==> src/rtl/serial_subtractor8_pkg.sv <==
// Shared definitions for the bit-serial subtractor: FSM encodings and default sizes.
package serial_subtractor8_pkg;

  typedef enum logic [1:0] {
    ST_IDLE = 2'd0,
    ST_RUN  = 2'd1,
    ST_DONE = 2'd2
  } state_e;

  localparam int DEFAULT_WIDTH = 8;
  localparam int DEFAULT_CNT_W = 4;

endpackage

==> src/rtl/serial_subtractor8_fsubtractor.sv <==
// Combinational one-bit full-subtractor cell: d = x - y - bin, with borrow-out.
module fsubtractor (
  input  logic x,
  input  logic y,
  input  logic bin,
  output logic d,
  output logic bout
);

  assign d    = x ^ y ^ bin;
  assign bout = (~x & y) | (~(x ^ y) & bin);

endmodule

==> src/rtl/serial_subtractor8.sv <==
// Bit-serial subtractor D = A - B - Bin, LSB first, one bit per clock with start/busy/done.
// Define SERIAL_SUB_OVF_EN to compute the signed overflow flag; otherwise ovf is tied to 0.
module serial_subtractor8
  import serial_subtractor8_pkg::*;
#(
  parameter int WIDTH = DEFAULT_WIDTH,
  parameter int CNT_W = DEFAULT_CNT_W
) (
  input  logic             clk,
  input  logic             rst,
  input  logic             start,
  input  logic [WIDTH-1:0] a,
  input  logic [WIDTH-1:0] b,
  input  logic             bin,
  output logic             busy,
  output logic             done,
  output logic [WIDTH-1:0] d,
  output logic             bout,
  output logic             ovf
);

  state_e           state_q;
  logic [WIDTH-1:0] sa_q;
  logic [WIDTH-1:0] sb_q;
  logic [WIDTH-1:0] res_q;
  logic             borrow_q;
  logic [CNT_W-1:0] cnt_q;
  logic             busy_q;
  logic             done_q;
  logic [WIDTH-1:0] d_q;
  logic             bout_q;
  logic             bit_d;
  logic             borrow_d;
  logic             last_bit_s;

  fsubtractor u_fsub (
    .x    (sa_q[0]),
    .y    (sb_q[0]),
    .bin  (borrow_q),
    .d    (bit_d),
    .bout (borrow_d)
  );

  assign last_bit_s = (cnt_q == CNT_W'(WIDTH - 1));

`ifdef SERIAL_SUB_OVF_EN
  logic a_msb_q;
  logic b_msb_q;
  logic ovf_q;

  // Sign bits are captured at start; ovf is judged against the final (MSB) difference bit.
  always_ff @(posedge clk) begin
    if (rst) begin
      a_msb_q <= 1'b0;
      b_msb_q <= 1'b0;
      ovf_q   <= 1'b0;
    end else if (((state_q == ST_IDLE) || (state_q == ST_DONE)) && start) begin
      a_msb_q <= a[WIDTH-1];
      b_msb_q <= b[WIDTH-1];
      ovf_q   <= ovf_q;
    end else if ((state_q == ST_RUN) && last_bit_s) begin
      a_msb_q <= a_msb_q;
      b_msb_q <= b_msb_q;
      ovf_q   <= (a_msb_q != b_msb_q) && (bit_d != a_msb_q);
    end else begin
      a_msb_q <= a_msb_q;
      b_msb_q <= b_msb_q;
      ovf_q   <= ovf_q;
    end
  end

  assign ovf = ovf_q;
`else
  assign ovf = 1'b0;
`endif

  // Control FSM, operand/result shift registers and output registers.
  always_ff @(posedge clk) begin
    if (rst) begin
      state_q  <= ST_IDLE;
      sa_q     <= '0;
      sb_q     <= '0;
      res_q    <= '0;
      borrow_q <= 1'b0;
      cnt_q    <= '0;
      busy_q   <= 1'b0;
      done_q   <= 1'b0;
      d_q      <= '0;
      bout_q   <= 1'b0;
    end else begin
      case (state_q)
        ST_IDLE, ST_DONE: begin
          done_q <= 1'b0;
          if (start) begin
            sa_q     <= a;
            sb_q     <= b;
            borrow_q <= bin;
            cnt_q    <= '0;
            busy_q   <= 1'b1;
            state_q  <= ST_RUN;
          end else begin
            busy_q  <= 1'b0;
            state_q <= ST_IDLE;
          end
        end
        ST_RUN: begin
          sa_q     <= sa_q >> 1;
          sb_q     <= sb_q >> 1;
          res_q    <= {bit_d, res_q[WIDTH-1:1]};
          borrow_q <= borrow_d;
          cnt_q    <= cnt_q + CNT_W'(1);
          if (last_bit_s) begin
            d_q     <= {bit_d, res_q[WIDTH-1:1]};
            bout_q  <= borrow_d;
            done_q  <= 1'b1;
            busy_q  <= 1'b0;
            state_q <= ST_DONE;
          end else begin
            done_q  <= 1'b0;
            busy_q  <= 1'b1;
            state_q <= ST_RUN;
          end
        end
        default: begin
          busy_q  <= 1'b0;
          done_q  <= 1'b0;
          state_q <= ST_IDLE;
        end
      endcase
    end
  end

  assign busy = busy_q;
  assign done = done_q;
  assign d    = d_q;
  assign bout = bout_q;

endmodule
==> config.mk <==
export PLATFORM = sky130hd
export DESIGN_NAME = serial_subtractor8
export DESIGN_NICKNAME = d
export VERILOG_FILES = /design/src/rtl/serial_subtractor8_pkg.sv /design/src/rtl/serial_subtractor8_fsubtractor.sv /design/src/rtl/serial_subtractor8.sv
export SDC_FILE = /design/constraint.sdc
export NUM_CORES = 1
export LEC_CHECK = 0
export BUFFER_PORTS_ARGS = -buffer_cell sky130_fd_sc_hd__clkbuf_2
export CORE_MARGIN = 2
export CORE_UTILIZATION = 45
export CTS_CLUSTER_DIAMETER = 120
export DETAILED_ROUTE_END_ITERATION = 10
export GPL_TIMING_DRIVEN = 0
export PLACE_DENSITY = 0.67
export REMOVE_ABC_BUFFERS = 1
export SYNTH_ARGS = -nofsm -noshare
export SYNTH_HDL_FRONTEND = slang
export SYNTH_SLANG_ARGS = --single-unit
==> constraint.sdc <==
create_clock -name clk -period 1.6 [get_ports clk]
set_input_delay 0.08 -clock clk [delete_from_list [all_inputs] [get_ports clk]]
set_output_delay 0.08 -clock clk [all_outputs]
set_load 0.05 [all_outputs]
==> flow_summary.ini <==
[synthesis]
synthXorXnorAreaFrac_pct = 0
yosys_register_bits = 40
synth_compound_area_share_pct = 22.3
synth_top_family_by_area = compound AO/OA/AOI/OAI gates
netlist_area_mm2 = 0.00162
seq_area_frac_synth_pct = 49.5
synth_simple_gate_area_share_pct = 17.2
ys_warn_count = 0
syn_area_per_cell_um2 = 8.74
synthAdderAreaFrac_pct = 2.01
ys_types = 28
synth_cells = 185
synth_mux_area_share_pct = 1.39

[critical_path]
worstPathMaxFanout = 38
critical_path_class = reg2reg
cp-start-kind = flip-flop
cpMaxStageDelayCell = nand2b_4
worstPathRequired_ps = 1860
worst_path_largest_cell_delay_ps = 400
worst_ep_arrival_time_ps = 1730
endpoint_kind = flip-flop
cp_cell_sequence = nand2b_4, mux2_2, a211oi_2

[cts]
clkLatencyLatePin_ps = 340
cts_root_buf = clkbuf_4
clkTransAtPathRegs_ps = 110
numCtsBuffers = 5
clock_path_buffers = 2
htree_num_levels = 2
tritoncts = yes
cts_sinks = 40

[power]
p_leak_uw = 0.000683
p_per_area_mw_per_mm2 = 979
peakVddDrop_mv = 0.576

[placed_design]
dp_hpwl_mm = 2.09
place_inst = 243
port_buffers = 30
routabilityCongestion = 0.764

[die]
design.portCount = 32
die_width_um = 63.9
die_height_um = 63.9
initial_core_util_pct = 47.7
dieArea_mm2 = 0.00409
rows = 21
core_mm2 = 0.00339

[detailed_routing]
vias = 1408
ant_nets = 0
wl_per_cell_um = 12.8
drc = 0
firstDrtPassIters = 4
drt_wl_total_mm = 3.26
drtIter0Drc = 80
avgViaCountPerCell = 5.54

[global_routing]
grt_overflow = 0
grt_max_degree = 42
grt_pass1_vias = 1269
grtUsageTotal_pct = 17.2
grt_pass1_wl_mm = 5.47
antenna_found_initial = 0

[timing]
slew_headroom_pct = 46.0
hold_viol_final = 0
report.final.slew_viol_count = 0
period_needed_ps = 1470
period_share_pct = 91.8
max_freq_mhz = 681
fin_worst_skew_ps = 5.21
worstMarginPinSlew_ps = 810
rsz0062_at_grt = no
setup_violations = 0
holdWs_ps = 14.3

[cells_and_area]
nFillCells = 339
layout-drive-gt1-share_pct = 22.1
area_growth_pct = 13.9
diodes = 0
seqCellArea_um2 = 801
nNetsFinal = 229
multiInputGateArea_um2 = 722
fin_cells = 254

[hold_path]
hp-class = in2reg

[status]
status = completed

[job]
drv_cap = 0
flip-flops by register name, summed over array words and instances (netlist names):
register and cells:
borrow_q 1, cnt_q 4, bout 1, sb_q 8, done 1, sa_q 8, res_q 7, state_q 2
d 8
through the flow:
step                utilization, %  area [um2]  setup TNS [ps]  setup WS [ps]  total power (uW)
floorplan                        -        1510          -25500          -1000              1200
global placement              50.5        1710          -33360          -1230              1270
detailed placement            51.1        1730           -8830           -509              1290
CTS                           54.1        1830               0           24.6              1820
global route                  54.3        1840               0           33.8              1900
finish                        54.3        1840               0            131              1800
layout by cell type (no fill, tap or decap), types with 5 or more instances in the layout:
master    count
a21oi_1      37
a22oi_1      14
clkbuf_2     30
clkbuf_4      5
dfxtp_1      40
nand2_1      17
nand3_1      27
o21ai_1       8
critical path: cells and delay by family, from the launching register on:
family | cells | cell delay [ps]
muxes | 1 | 390
and+or+nand+nor | 1 | 400
AOI/OAI and AO/OA | 1 | 210
DFF | 1 | 390
kinds of logic (layout without fill, tap and decap cells):
kind of cell / after synthesis / count (layout)
fa+ha+maj: 2 / 2
compound gates: 62 / 62
buf+inv: 21 / 44
flops: 40 / 40
simple gates: 57 / 57
other cells: 1 / 1
mux: 2 / 2
worst paths after layout:
kind | end | startpoint | slack (ps) | depth (start not counted)
max | cnt_q[2] | state_q[1] | 130 | 3
min | borrow_q | bin | 10 | 3
max reg2reg | cnt_q[2] | state_q[1] | 130 | 3
min reg2reg | res_q[1] | res_q[1] | 470 | 2
metal layers:
layer	GRT usage, %	vias to the layer above	part of all wire (%)
met5	0	-	0
met4	6.52	0	1.6
met3	5.63	6	6.8
met2	31.0	54	48
met1	18.5	646	43
li1	-	702	-
synthesized netlist by cell type, drive strengths merged:
cell type,number,area share (%)
a311oi,1,0.54
a211oi,1,0.77
conb,1,0.23
buf,16,6.2
nor3,2,0.62
a2bb2oi,1,0.54
and3b,1,0.54
a21oi,37,11
ha,1,0.77
nor3b,1,0.46
inv,2,0.46
nand3b,1,0.46
nor2,2,0.46
clkbuf,3,0.70
a22oi,14,6.5
nand2,17,3.9
dfxtp,40,50
nand2b,3,1.2
nand3,27,8.4
fa,1,1.2
mux2,2,1.4
o21ai,8,2.5
nor2b,2,0.77
nand4,1,0.39
report_power, final:
group	internal, uW	total, uW	switching (uW)
registers	1030	1060	26.2
clock network	209	520	311
logic	85.2	223	137
cell type report:
type	instances	share of cell area (%)
sequential	40	43.5
multi-input combinational	124	39.2
timing repair buffer	34	10.5
tap	46	3.12
clock buffer	6	2.79
clock inverter	2	0.543
inverter	2	0.408
repair_timing:
| item | 4_1_cts | 5_1_grt |
|---|---|---|
| endpoints found under the setup margin | 39 | 20 |
| hold endpoints to repair | 2 | 0 |
| resized for setup | 4 | 2 |
| hold buffers | 2 | 0 |
| buffers inserted | 1 | 0 |
(Power assumes the default switching activity.)
